File: config.mk
export PLATFORM = sky130hd
export DESIGN_NAME = mips_multicycle_ctrl
export DESIGN_NICKNAME = d
export VERILOG_FILES = /design/src/rtl/mips_pkg.sv /design/src/rtl/mips_mem_watchdog.sv /design/src/rtl/mips_multicycle_ctrl.sv
export SDC_FILE = /design/constraint.sdc
export NUM_CORES = 1
export LEC_CHECK = 0
export CAP_MARGIN = 30
export CORE_MARGIN = 5
export CORE_UTILIZATION = 50
export CTS_CLUSTER_SIZE = 24
export DETAILED_ROUTE_END_ITERATION = 7
export PLACE_DENSITY = 0.92
export SETUP_SLACK_MARGIN = 0.4
export SLEW_MARGIN = 10
export SYNTH_ARGS = -nofsm -noshare
export SYNTH_HDL_FRONTEND = slang
export SYNTH_SLANG_ARGS = --single-unit
export TNS_END_PERCENT = 100
File: constraint.sdc
create_clock -name clk -period 3.5 [get_ports clk]
set_clock_uncertainty 0.2 [all_clocks]
set_input_delay 0.525 -clock clk [delete_from_list [all_inputs] [get_ports clk]]
set_output_delay 0.525 -clock clk [all_outputs]
set_load 0.1 [all_outputs]
File: src/rtl/mips_pkg.sv
// rtl/mips_pkg.sv - shared opcodes, state enum and datapath select encodings
package mips_pkg;

  // Opcodes shared by the multicycle controller and the single-cycle decoder
  localparam logic [5:0] OP_RTYPE = 6'b000000;
  localparam logic [5:0] OP_LW    = 6'b100011;
  localparam logic [5:0] OP_SW    = 6'b101011;
  localparam logic [5:0] OP_BEQ   = 6'b000100;
  localparam logic [5:0] OP_BNE   = 6'b000101;
  localparam logic [5:0] OP_ADDI  = 6'b001000;
  localparam logic [5:0] OP_J     = 6'b000010;

  typedef enum logic [3:0] {
    S_FETCH    = 4'd0,
    S_DECODE   = 4'd1,
    S_MEMADR   = 4'd2,
    S_MEMREAD  = 4'd3,
    S_MEMWB    = 4'd4,
    S_MEMWRITE = 4'd5,
    S_EXECUTE  = 4'd6,
    S_ALUWB    = 4'd7,
    S_BRANCH   = 4'd8,
    S_ADDIEX   = 4'd9,
    S_ADDIWB   = 4'd10,
    S_JUMP     = 4'd11
  } state_t;

  localparam logic [1:0] ALUOP_ADD   = 2'b00;
  localparam logic [1:0] ALUOP_SUB   = 2'b01;
  localparam logic [1:0] ALUOP_FUNCT = 2'b10;

  localparam logic [1:0] SRCB_REGB    = 2'b00;
  localparam logic [1:0] SRCB_FOUR    = 2'b01;
  localparam logic [1:0] SRCB_IMM     = 2'b10;
  localparam logic [1:0] SRCB_IMM_SH2 = 2'b11;

  localparam logic [1:0] PCSRC_ALU    = 2'b00;
  localparam logic [1:0] PCSRC_ALUOUT = 2'b01;
  localparam logic [1:0] PCSRC_JUMP   = 2'b10;

  // States that hold mem_req and wait on mem_ready
  function automatic logic is_mem_state(state_t s);
    return (s == S_FETCH) || (s == S_MEMREAD) || (s == S_MEMWRITE);
  endfunction

endpackage

File: src/rtl/mips_mem_watchdog.sv
// rtl/mips_mem_watchdog.sv - stall counter that aborts memory accesses waiting too long
module mips_mem_watchdog #(
  parameter int TIMEOUT_CYCLES = 16,
  parameter int TIMER_W        = 8
) (
  input  logic clk,
  input  logic rst_n,
  input  logic in_mem_state,
  input  logic mem_ready,
  output logic timeout
);

  localparam logic [TIMER_W-1:0] LIMIT =
    (TIMEOUT_CYCLES > 0) ? TIMER_W'(TIMEOUT_CYCLES - 1) : '0;

  logic [TIMER_W-1:0] timer_q, timer_d;

  // Count only while stalled; any completion, abort or non-memory cycle
  // returns the counter to zero, so every memory state is entered cleared.
  always_comb begin
    timeout = 1'b0;
    timer_d = '0;
    if ((TIMEOUT_CYCLES > 0) && in_mem_state && !mem_ready) begin
      if (timer_q == LIMIT) begin
        timeout = 1'b1;
      end else begin
        timer_d = timer_q + 1'b1;
      end
    end
  end

  // Timer register
  always_ff @(posedge clk or negedge rst_n) begin
    if (!rst_n) begin
      timer_q <= '0;
    end else begin
      timer_q <= timer_d;
    end
  end

endmodule

File: src/rtl/mips_multicycle_ctrl.sv
// rtl/mips_multicycle_ctrl.sv - multicycle MIPS main control FSM (optional bne: MIPS_MC_BNE_EN)
module mips_multicycle_ctrl
  import mips_pkg::*;
#(
  parameter int TIMEOUT_CYCLES = 16,
  parameter int TIMER_W        = 8
) (
  input  logic       clk,
  input  logic       rst_n,
  input  logic [5:0] opcode,
  input  logic       zero,
  input  logic       mem_ready,
  output logic       mem_req,
  output logic       MemWrite,
  output logic       IorD,
  output logic       IRWrite,
  output logic       pc_en,
  output logic       RegWrite,
  output logic       RegDst,
  output logic       MemToReg,
  output logic       ALUSrcA,
  output logic [1:0] ALUSrcB,
  output logic [1:0] ALUOp,
  output logic [1:0] PCSrc,
  output logic       illegal_op,
  output logic       mem_timeout,
  output logic [3:0] state_o
);

  state_t state_q, state_d;
  logic   in_mem;
  logic   timeout;
`ifdef MIPS_MC_BNE_EN
  logic   is_bne_q, is_bne_d;
`endif

  assign in_mem  = is_mem_state(state_q);
  assign state_o = state_q;

  mips_mem_watchdog #(
    .TIMEOUT_CYCLES(TIMEOUT_CYCLES),
    .TIMER_W       (TIMER_W)
  ) u_watchdog (
    .clk         (clk),
    .rst_n       (rst_n),
    .in_mem_state(in_mem),
    .mem_ready   (mem_ready),
    .timeout     (timeout)
  );

  // Next state and datapath controls; gated by rst_n so the memory
  // strobes drop the moment reset asserts rather than at the next edge.
  always_comb begin
    state_d     = state_q;
    mem_req     = 1'b0;
    MemWrite    = 1'b0;
    IorD        = 1'b0;
    IRWrite     = 1'b0;
    pc_en       = 1'b0;
    RegWrite    = 1'b0;
    RegDst      = 1'b0;
    MemToReg    = 1'b0;
    ALUSrcA     = 1'b0;
    ALUSrcB     = SRCB_REGB;
    ALUOp       = ALUOP_ADD;
    PCSrc       = PCSRC_ALU;
    illegal_op  = 1'b0;
    mem_timeout = 1'b0;
`ifdef MIPS_MC_BNE_EN
    is_bne_d    = is_bne_q;
`endif
    if (rst_n) begin
      case (state_q)
        S_FETCH: begin
          mem_req = 1'b1;
          ALUSrcB = SRCB_FOUR;
          if (mem_ready) begin
            IRWrite = 1'b1;
            pc_en   = 1'b1;
            state_d = S_DECODE;
          end else if (timeout) begin
            mem_timeout = 1'b1;
            state_d     = S_FETCH;
          end
        end
        S_DECODE: begin
          // PC+4 is already in PC, so this computes the branch target into ALUOut
          ALUSrcB = SRCB_IMM_SH2;
          case (opcode)
            OP_RTYPE:     state_d = S_EXECUTE;
            OP_LW, OP_SW: state_d = S_MEMADR;
            OP_BEQ:       state_d = S_BRANCH;
`ifdef MIPS_MC_BNE_EN
            OP_BNE:       state_d = S_BRANCH;
`endif
            OP_ADDI:      state_d = S_ADDIEX;
            OP_J:         state_d = S_JUMP;
            default: begin
              illegal_op = 1'b1;
              state_d    = S_FETCH;
            end
          endcase
`ifdef MIPS_MC_BNE_EN
          is_bne_d = (opcode == OP_BNE);
`endif
        end
        S_MEMADR: begin
          ALUSrcA = 1'b1;
          ALUSrcB = SRCB_IMM;
          state_d = (opcode == OP_LW) ? S_MEMREAD : S_MEMWRITE;
        end
        S_MEMREAD: begin
          mem_req = 1'b1;
          IorD    = 1'b1;
          if (mem_ready) begin
            state_d = S_MEMWB;
          end else if (timeout) begin
            mem_timeout = 1'b1;
            state_d     = S_FETCH;
          end
        end
        S_MEMWB: begin
          RegWrite = 1'b1;
          MemToReg = 1'b1;
          state_d  = S_FETCH;
        end
        S_MEMWRITE: begin
          mem_req  = 1'b1;
          IorD     = 1'b1;
          MemWrite = 1'b1;
          if (mem_ready) begin
            state_d = S_FETCH;
          end else if (timeout) begin
            mem_timeout = 1'b1;
            state_d     = S_FETCH;
          end
        end
        S_EXECUTE: begin
          ALUSrcA = 1'b1;
          ALUOp   = ALUOP_FUNCT;
          state_d = S_ALUWB;
        end
        S_ALUWB: begin
          RegWrite = 1'b1;
          RegDst   = 1'b1;
          state_d  = S_FETCH;
        end
        S_BRANCH: begin
          ALUSrcA = 1'b1;
          ALUOp   = ALUOP_SUB;
          PCSrc   = PCSRC_ALUOUT;
`ifdef MIPS_MC_BNE_EN
          pc_en   = zero ^ is_bne_q;
`else
          pc_en   = zero;
`endif
          state_d = S_FETCH;
        end
        S_ADDIEX: begin
          ALUSrcA = 1'b1;
          ALUSrcB = SRCB_IMM;
          state_d = S_ADDIWB;
        end
        S_ADDIWB: begin
          RegWrite = 1'b1;
          state_d  = S_FETCH;
        end
        S_JUMP: begin
          PCSrc   = PCSRC_JUMP;
          pc_en   = 1'b1;
          state_d = S_FETCH;
        end
        default: state_d = S_FETCH;
      endcase
    end
  end

  // State register
  always_ff @(posedge clk or negedge rst_n) begin
    if (!rst_n) begin
      state_q <= S_FETCH;
    end else begin
      state_q <= state_d;
    end
  end

`ifdef MIPS_MC_BNE_EN
  // Branch polarity captured in DECODE for use in BRANCH
  always_ff @(posedge clk or negedge rst_n) begin
    if (!rst_n) begin
      is_bne_q <= 1'b0;
    end else begin
      is_bne_q <= is_bne_d;
    end
  end
`endif

endmodule

==> metrics.txt <==
H-tree levels 1; Max-Cap Viols 0; Clk pin slew, worst setup/hold paths 0.07 ns; die height 54.86 um; vias in the first global route 1048; Post-Syn Instances 126; Synth area leaders dfrtp_1 (30%), nor2_1 (6.7%), xnor2_1 (6.1%); Worst Max-Slew Pin Slew 0.4861 ns; post-CTS repair timing setup buffer count 0; RSZ-0062 raised after global routing no; status finished, final reports clean; Unique masters post-synth 40; Final Slew Violations 0; min Tclk post-route 2.923 ns; Worst EP required 2.77 ns; # clock sinks 12; Pwr Density 702.8 nW/um^2; io pins 31; Synth area leader dfrtp_1; Post-layout nets 165; Initial DRC Count 29; crit path launch type primary input; setup ws final 0.5766 ns; Critical Path Fanout Max 7; via/cell ratio 5.994; Routed Antenna Nets 0; Avg Cell Area, Syn 7.984 sq um; worst hold slack 0.2681 ns; Peak supply drop 0.0006909 V; share of the synthesized area in the top cell type 0.2985; largest net degree at the start of global routing 23; port bufs 30; CP Capture Type primary output; Synth Area in Simple Gates 0.3595; clk_lat worst skew 0.28 ns; Cell Area, Synth 1006 sq um; Final setup violation count 0; Max Buffers Root-to-Sink 2; crit path kind primary input to primary output; total global-route track usage 0.2240; ant diodes 0; synth warn 0; row count 16; share of cells above drive strength 1 0.3203; async set or reset register ratio after synthesis 1.000; die area 3009 sq um; worst slack, placed 0.5599 ns; GRT overflow 0; Post-synth EDFFs 0; Synth Area in Compound Gates 0.1555; setup tns final 0 ns; largest family of logic cells by synthesized area simple AND/OR/NAND/NOR gates; via count 1079; antenna violations before repair 0; Post-Synth XOR/XNOR Area 0.08706; Syn-to-layout area delta 58.58%; syn nets 137; CTS Buf Count 3; DRT Wirelength 2965 um; Most used DFF post-synth dfrtp_1; Synth Area in Adders 0.01244; GPL Wtd Cong 0.8149; post-synthesis sequential area ratio 0.2985; Detailed Routing Iterations Pass 1 4; first-pass GRT wire length 4850 um; Hold Path Class register to register; Lkg Pwr 0.0006005 uW; Final period util 0.8353; Total Power 1121 uW; CP arrival 2.20 ns; core area 1942 sq um; mux share of post-synthesis cell area 0.04104; post-DP HPWL 2276 um; fmax 0.3421 GHz; CTS tree done; Hold Vio Cnt, Final 0; residual DRC count 0; Die X 54.86 um; Seq cells post-synth 12; CTS root buffer clkbuf_4; wire length per cell 16.47 um; starting density of the core 0.5180; Slew headroom 0.6760
cells in the mapped netlist, drive strengths merged (3+ instances only):
library cell,count
nand3b,3
clkbuf,6
nor3,9
dfrtp,12
o211ai,3
mux2i,3
nor2,18
xnor2,7
a21oi,3
nand2b,8
xor2,3
nand2,8
o21ai,7
nand3,3
or4,3
worst max-delay path, stage by stage:
cell and delay (ns):
clkdlybuf4s50_1 0.53, nor4b_2 0.36, a22oi_1 0.16, nor2_1 0.21, and2_1 0.21, buf_12 0.19
report_power, final:
part	internal, uW	switching (uW)
clock	63.4	46.2
combinational	257	497
sequential	164	93.0
kinds of logic (layout without fill, tap and decap cells):
| group | count (synthesis) | count (layout) |
|---|---|---|
| flip-flops | 12 | 12 |
| multiplexers | 4 | 4 |
| adder cells (fa/ha/maj) | 1 | 1 |
| buffers and inverters | 10 | 37 |
| AO/OA/AOI/OAI | 23 | 23 |
| AND/OR/NAND/NOR | 66 | 66 |
| XOR/XNOR | 10 | 10 |
path summary, 6_finish.rpt:
path,start,to,slack (ns),cells after the start
max,mem_ready,mem_timeout,0.58,6
min reg2reg,u_watchdog.timer_q[0],u_watchdog.timer_q[0],0.27,1
min in group asynchronous,rst_n,u_watchdog.timer_q[2],0.54,2
max in group asynchronous,rst_n,state_o[2],2.32,2
max reg2reg,state_o[1],state_o[0],1.37,4
min,u_watchdog.timer_q[0],u_watchdog.timer_q[0],0.27,1
layer usage:
metal,share of wire,track usage,up-vias
met1,0.38,0.2638,511
met5,0,0,-
li1,-,-,510
met3,0.060,0.03815,4
met4,0.010,0.04564,0
met2,0.55,0.4173,54
placed cells by master (no fill, tap or decap), types with 2 or more instances in the layout:
| cell type | count |
|---|---|
| a211oi_1 | 2 |
| or4_1 | 3 |
| xnor2_1 | 7 |
| nor3_4 | 2 |
| nor3_2 | 2 |
| dfrtp_2 | 2 |
| xor2_1 | 3 |
| a22oi_1 | 2 |
| nor3_1 | 5 |
| nand3b_1 | 3 |
| nand2_1 | 8 |
| nand3_1 | 3 |
| nand2b_1 | 7 |
| clkbuf_4 | 3 |
| dfrtp_1 | 9 |
| buf_4 | 5 |
| mux2i_1 | 3 |
| o21a_1 | 2 |
| clkdlybuf4s50_1 | 9 |
| o211ai_1 | 3 |
| inv_1 | 2 |
| buf_12 | 17 |
| nor2_1 | 14 |
| o21ai_0 | 6 |
| nor2_2 | 4 |
through the flow:
| step | cell area, sq um | std cells | util |
|---|---|---|---|
| after global placement | 1553 | 176 | 0.7996 |
| after CTS | 1589 | 180 | 0.8183 |
| after floorplan | 1091 | 126 | - |
| after detailed placement | 1553 | 176 | 0.7996 |
| final | 1595 | 180 | 0.8215 |
| after global routing | 1595 | 180 | 0.8215 |
state kept, by name, indices dropped and copies added (netlist names):
name,flops
state_o,4
u_watchdog.timer_q,8
final cells by class:
type,count,area (sq um)
Clock buffer,4,36.28
Multi-Input combinational cell,104,743.2
Timing Repair Buffer,31,467.9
Fill cell,121,346.6
Inverter,2,7.507
Tap cell,27,33.78
Sequential cell,12,306.5
timing repair:
item,in CTS,in global routing
gates resized for setup,0,1
setup endpoints to repair,0,1
hold buffers,0,0
Power figures use the tool's default switching activity.
